==> src/rtl/ram_port_arbiter.sv <==
// ram_port_arbiter: shares one single-port RAM between CPU and loader ports; `ARB_FAIRNESS_EN enables burst-limited handover
module ram_port_arbiter #(
   parameter int ADDRESS_SIZE = 11,
   parameter int WORD_SIZE    = 64,
   parameter int MAX_BURST    = 4
) (
   input  logic                    clk,
   input  logic                    rstN,
   input  logic                    cpuReq,
   input  logic                    cpuWrite,
   input  logic [ADDRESS_SIZE-1:0] cpuAddress,
   input  logic [WORD_SIZE-1:0]    cpuDataIn,
   output logic                    cpuGnt,
   output logic                    cpuValid,
   output logic [WORD_SIZE-1:0]    cpuDataOut,
   input  logic                    ldReq,
   input  logic                    ldWrite,
   input  logic [ADDRESS_SIZE-1:0] ldAddress,
   input  logic [WORD_SIZE-1:0]    ldDataIn,
   output logic                    ldGnt,
   output logic                    ldValid,
   output logic [WORD_SIZE-1:0]    ldDataOut,
   output logic [ADDRESS_SIZE-1:0] ramAddress,
   output logic                    ramIsReading,
   output logic [WORD_SIZE-1:0]    ramDataIn,
   input  logic [WORD_SIZE-1:0]    ramDataOut
);
   typedef enum logic [1:0] {IDLE, OWN_CPU, OWN_LD} state_t;
   state_t state_q, state_d;
   logic cpu_valid_q, ld_valid_q, fair_switch;
   logic [WORD_SIZE-1:0] cpu_data_q, ld_data_q;
   assign cpuGnt       = (state_q == OWN_CPU) & cpuReq;
   assign ldGnt        = (state_q == OWN_LD) & ldReq;
   assign ramAddress   = cpuGnt ? cpuAddress : ldGnt ? ldAddress : '0;
   assign ramDataIn    = cpuGnt ? cpuDataIn : ldGnt ? ldDataIn : '0;
   assign ramIsReading = cpuGnt ? ~cpuWrite : ldGnt ? ~ldWrite : 1'b1;
   assign cpuValid     = cpu_valid_q;
   assign ldValid      = ld_valid_q;
   assign cpuDataOut   = cpu_data_q;
   assign ldDataOut    = ld_data_q;
`ifdef ARB_FAIRNESS_EN
   localparam int BW = $clog2(MAX_BURST + 1);
   logic [BW-1:0] burst_q, burst_d;
   // force a handover when the owner is on its last allowed transaction and the other side waits
   assign fair_switch = (burst_q == BW'(MAX_BURST - 1)) & (cpuGnt ? ldReq : ldGnt ? cpuReq : 1'b0);
   // burst counter: counts owner transactions, restarts on every ownership change, saturates
   always_comb begin
      burst_d = (state_d != state_q) ? '0 :
                ((cpuGnt | ldGnt) && burst_q != BW'(MAX_BURST)) ? burst_q + 1'b1 : burst_q;
   end
   // burst counter register
   always_ff @(posedge clk or negedge rstN) begin
      if (!rstN) burst_q <= '0;
      else       burst_q <= burst_d;
   end
`else
   assign fair_switch = 1'b0;
`endif
   // next-state: CPU wins from IDLE; owner keeps RAM until its req drops or fairness hands over
   always_comb begin
      state_d = state_q;
      case (state_q)
         IDLE:    state_d = cpuReq ? OWN_CPU : ldReq ? OWN_LD : IDLE;
         OWN_CPU: state_d = (!cpuReq || fair_switch) ? (ldReq ? OWN_LD : IDLE) : OWN_CPU;
         OWN_LD:  state_d = (!ldReq || fair_switch) ? (cpuReq ? OWN_CPU : IDLE) : OWN_LD;
         default: state_d = IDLE;
      endcase
   end
   // ownership state register
   always_ff @(posedge clk or negedge rstN) begin
      if (!rstN) state_q <= IDLE;
      else       state_q <= state_d;
   end
   // capture read data at the end of the grant cycle; valid pulses the following cycle
   always_ff @(posedge clk or negedge rstN) begin
      if (!rstN) begin
         cpu_valid_q <= 1'b0;
         ld_valid_q  <= 1'b0;
         cpu_data_q  <= '0;
         ld_data_q   <= '0;
      end else begin
         cpu_valid_q <= cpuGnt & ~cpuWrite;
         ld_valid_q  <= ldGnt & ~ldWrite;
         if (cpuGnt && !cpuWrite) cpu_data_q <= ramDataOut;
         if (ldGnt && !ldWrite)   ld_data_q  <= ramDataOut;
      end
   end
endmodule

==> config.mk <==
export PLATFORM = sky130hd
export DESIGN_NAME = ram_port_arbiter
export DESIGN_NICKNAME = d
export VERILOG_FILES = /design/src/rtl/ram_port_arbiter.sv
export SDC_FILE = /design/constraint.sdc
export NUM_CORES = 1
export LEC_CHECK = 0
export CAP_MARGIN = 20
export CORE_AREA = 2 2 168 170
export CTS_BUF_LIST = sky130_fd_sc_hd__clkbuf_4 sky130_fd_sc_hd__clkbuf_8
export CTS_CLUSTER_DIAMETER = 50
export DETAILED_ROUTE_END_ITERATION = 10
export DIE_AREA = 0 0 170 172
export PLACE_DENSITY = 0.62
export SYNTH_ARGS = -nofsm -noshare
export SYNTH_HDL_FRONTEND = slang
export SYNTH_SLANG_ARGS = --single-unit
==> constraint.sdc <==
create_clock -name clk -period 2.2 [get_ports clk]
set_clock_uncertainty 0.05 [all_clocks]
set_input_delay 0.33 -clock clk [delete_from_list [all_inputs] [get_ports clk]]
set_output_delay 0.33 -clock clk [all_outputs]
set_load 0.01 [all_outputs]
# Word level (Yosys, flattened, before mapping)
# Cells that the tools add are included.
[totals] reg_bits=132 latch_bits=0 mem_bits_rw=0 mem_bits_ro=0 wordCells=30 memories=0
[op_classes] addsub=0 mul=0 div=0 magnitude_cmp=0 n_eq_ne=2 shifts=0 n_mux=11 bitwise=6 n_reduce_logical=6
[op_table] operator="$mux 64" count=2
[op_table] operator="$mux 11" count=2
[op_table] operator="$mux 2" count=3
[op_table] operator="$and 1x1->1" count=4
[op_table] operator="$pmux 2 s2" count=1
[op_table] operator="$mux 1" count=3
[op_table] operator="$eq 2x1->1 const B" count=1
[op_table] operator="$eq 2x2->1 const B" count=1
[op_table] operator="$logic_and 1x1->1" count=2
[op_table] operator="$logic_not 1->1" count=2
[op_table] operator="$logic_not 2->1" count=1
[op_table] operator="$not 1->1" count=2
[op_table] operator="$reduce_or 2->1" count=1

# Longest topological paths before layout
[depth] ltp_word=4 depth_mapped=6

# Least setup slack after synthesis
# No wires, ideal clock.
[synth_path] path_type="register to output" from="reg state_q[0]" to="out ramDataIn[24]" arrival_time_ns=1.314 t_required_ns=1.820 path_slack_ns=0.506 stages_incl_launch_ff=7 path_buffers=4 cell_sequence="dfrtp_1 buf_4 nand2b_1 clkbuf_1 buf_2 buf_2 o22ai_1"
[synth_via] elab_chain_cells=4
[synth_lines] element="from (decl)" line="29" rtl="state_t state_q, state_d;"
[synth_lines] element="from (signal assigned)" line="72" rtl="else state_q <= state_d;"
[synth_lines] element="$eq 2x2->1" line="33" rtl="assign ldGnt = (state_q == OWN_LD) & ldReq;"
[synth_lines] element="$and 1x1->1" line="33"
[synth_lines] element="$mux 64" line="35" rtl="assign ramDataIn = cpuGnt ? cpuDataIn : ldGnt ? ldDataIn : '0;"
[synth_lines] element="$mux 64 *" line="35"
[synth_lines] element="to (decl)" line="25" rtl="output logic [WORD_SIZE-1:0] ramDataIn,"
# Mark *: on every way between the ends. The rest lies on a longest branch, timed or not.

# Worst setup path in the final report
[layout_path] from="reg state_q[0]" to="out ramDataIn[39]"
# The elaborated chain is that of the path after synthesis.

==> qor.csv <==
stage,metric,value,unit
routing,wl,27300,µm
floorplanning,pin_count,428,
placement,hpwl,20000,µm
sta,hold_violations,0,
clock_tree,clk_pin_slew_worst_paths,0.09,ns
global_route,grt_pass1_vias,6457,
final_layout,area_growth,86.4,%
worst_setup_path,criticalPathCategory,flop to output pin,
clock_tree,clk_path_buf_depth,2,
floorplanning,initial_core_util,22.7,%
floorplanning,die_h,172,µm
placement,port_buffers,427,
worst_setup_path,worstPathCellList,nand2b_4 > buf_12 > buf_8 > o22ai_4 > buf_6,
sta,post-route-min-period,2.19,ns
sta,worstMarginPinSlew,0.429,ns
global_route,grt_use_total,18.1,%
worst_setup_path,critPathSlowestCell,dfrtp_2,
routing,first_pass_iters,4,
worst_setup_path,worst_setup_path_end_kind,output pin,
routing,initialDrtViolationCount,306,
final_layout,register_area,3310,µm²
clock_tree,cts_sinks,132,
final_layout,nets,1206,
worst_setup_path,critPathMaxFanout,28,
logic_synthesis,syn_area_per_cell,11.2,µm²
logic_synthesis,yosysUniqueCellTypes,19,
worst_setup_path,crit_path_max_incr_delay,0.45,ns
logic_synthesis,synth_seq_cells,132,
clock_tree,cts_tree,yes,
logic_synthesis,synth-warning-count,0,
final_layout,final_area,11600,µm²
floorplanning,rows,61,
pwr,leakagePower,4.67,nW
sta,setup_violations,0,
run_status,outcome,"finished, final reports clean",
global_route,grt_overflow,0,
placement,place_congestion,0.876,
worst_setup_path,arrival,1.81,ns
flow_run,maxCapViolations,0,
clock_tree,cts-root-buf,clkbuf_8,
sta,max_clock_freq,456,MHz
routing,drc,0,
routing,post_drt_wl_per_cell,20.3,µm
sta,final_max_slew_viol_count,0,
sta,setup_tns,0,ns
final_layout,multi_input_area,2850,µm²
floorplanning,core,27500,µm²
logic_synthesis,synthCells,556,
placement,postPlaceCellArea,11000,µm²
worst_setup_path,crit_required,1.82,ns
sta,rsz0062_at_grt,yes,
global_route,antenna_found_initial,1,
routing,vias_per_cell,4.64,
routing,dr_total_vias,6249,
final_layout,drive_gt1_share,30.3,%
worst_setup_path,startpoint_type,flop,
sta,slew_headroom,71.4,%
floorplanning,dieArea,29200,µm²
final_layout,postLayoutCoreUtil,42.4,%
logic_synthesis,synth_area,6250,µm²
global_route,grt_max_degree,67,
clock_tree,cts_buffers,17,
sta,fin_crit_sh,99.6,%
routing,ant_nets,0,
clock_tree,htreeDepth,4,
logic_synthesis,ys_seq_area_share,52.9,%
floorplanning,die_w,170,µm
global_route,grt_pass1_wl,39600,µm
final_layout,fillers,2669,
pwr,power_density,781,nW/µm²
pwr,peakVddDrop,577,µV
clock_tree,clk_latency,0.44,ns
logic_synthesis,synth_nets,776,
hold_path,hold_path.class,primary input to async pin,
-- layer usage --
metal / GRT usage (%) / part of all wire (%) / up-vias
met5: 0 / 0 / -
met4: 6.02 / 2.1 / 0
met3: 6.73 / 9.8 / 24
met2: 30.6 / 48 / 293
met1: 21.3 / 40 / 3044
li1: - / - / 2888
-- final timing paths --
check                      cells after the start  slack [ns]           from             end
max                                            5       0.008     state_q[0]   ramDataIn[39]
min                                            2        0.31           rstN  cpuDataOut[18]
max reg2reg                                    5        0.08     state_q[1]  cpuDataOut[25]
min reg2reg                                    1        0.46  ldDataOut[54]   ldDataOut[54]
max in group asynchronous                      3        1.06           rstN   ldDataOut[15]
min in group clk                               3        0.38         cpuReq      state_q[0]
-- state kept, by name, summed over array words and instances (netlist names) --
| signal | flops |
|---|---|
| cpuDataOut | 64 |
| cpuValid | 1 |
| ldValid | 1 |
| state_q | 2 |
| ldDataOut | 64 |
-- area by class of cell --
| cell class | instances | share of cell area, % |
|---|---|---|
| Timing Repair Buffer | 469 | 39.8 |
| Sequential cell | 132 | 28.4 |
| Multi-Input combinational cell | 365 | 24.5 |
| Tap cell | 346 | 3.72 |
| Clock buffer | 18 | 2.13 |
| Clock inverter | 14 | 1.41 |
| Inverter | 1 | 0.0322 |
| Antenna cell | 1 | 0.0215 |
-- stage by stage --
step | hold slack (ns) | std cells | worst slack, ns | total power [mW]
finish | 0.306 | 1346 | 0.00832 | 9.10
global route | 0.318 | 1346 | -0.0722 | 9.59
CTS | 0.280 | 1342 | -0.0471 | 9.23
detailed placement | 0.254 | 1299 | -0.319 | 6.93
global placement | 0.253 | 1299 | -0.312 | 6.90
floorplan | -0.0156 | 556 | 0.506 | 4.63
-- worst max-delay path, delay by kind of cell, from the launching register on --
kind / cells / cell delay, ns
buffers and inverters: 3 / 0.49
DFF: 1 / 0.45
and+or+nand+nor: 1 / 0.22
AOI/OAI and AO/OA: 1 / 0.19
-- synthesized netlist by cell type (all sizes together) --
library cell / count / area share, %
dfrtp: 132 / 53
mux2: 128 / 23
nand2: 76 / 4.6
nand3: 76 / 6.1
o22ai: 75 / 7.5
clkbuf: 35 / 2.1
buf: 23 / 2.5
and2: 2 / 0.20
and4bb: 2 / 0.40
and3: 1 / 0.10
inv: 1 / 0.060
mux2i: 1 / 0.16
nand2b: 1 / 0.10
nor2: 1 / 0.060
o21ai: 1 / 0.080
o22a: 1 / 0.14
-- layout by cell type, fill, tap and decap left out, types with 2 or more instances in the layout --
cell type	instances
buf_12	13
and4bb_4	2
bufinv_16	2
nand2_1	76
clkbuf_8	18
clkinv_4	2
buf_4	17
buf_6	8
dfrtp_1	130
buf_16	5
clkinvlp_4	3
mux2_2	128
o22ai_4	9
and2_1	2
clkbuf_2	14
inv_6	6
o22ai_1	58
o22ai_2	8
buf_2	43
clkdlybuf4s50_1	347
nand3_1	75
clkdlybuf4s15_2	18
-- power by group --
part	leakage, nW	total, mW	switching, mW	internal (mW)
Combinational	2.88	3.52	1.35	2.17
Sequential	1.59	3.42	0.347	3.07
Clock	0.200	2.16	1.09	1.07
Total	4.67	9.10	2.79	6.31
-- kinds of logic (layout without fill, tap and decap cells) --
family	count (synthesis)	count (layout)	synth area share [%]
AO/OA/AOI/OAI	77	77	7.73
buffers and inverters	59	502	4.63
flip-flops	132	132	52.9
multiplexers	129	129	23.2
other	0	1	0
AND/OR/NAND/NOR	159	159	11.5
-- repair_timing --
action,in CTS,in global routing
endpoints found under the setup margin,78,54
endpoints found under the hold margin,29,0
gates resized for setup,255,56
setup buffers,6,2
hold buffers,1,0
pin swaps,2,0
gates cloned,4,1
No activity file was read; power rests on OpenSTA's default activity.
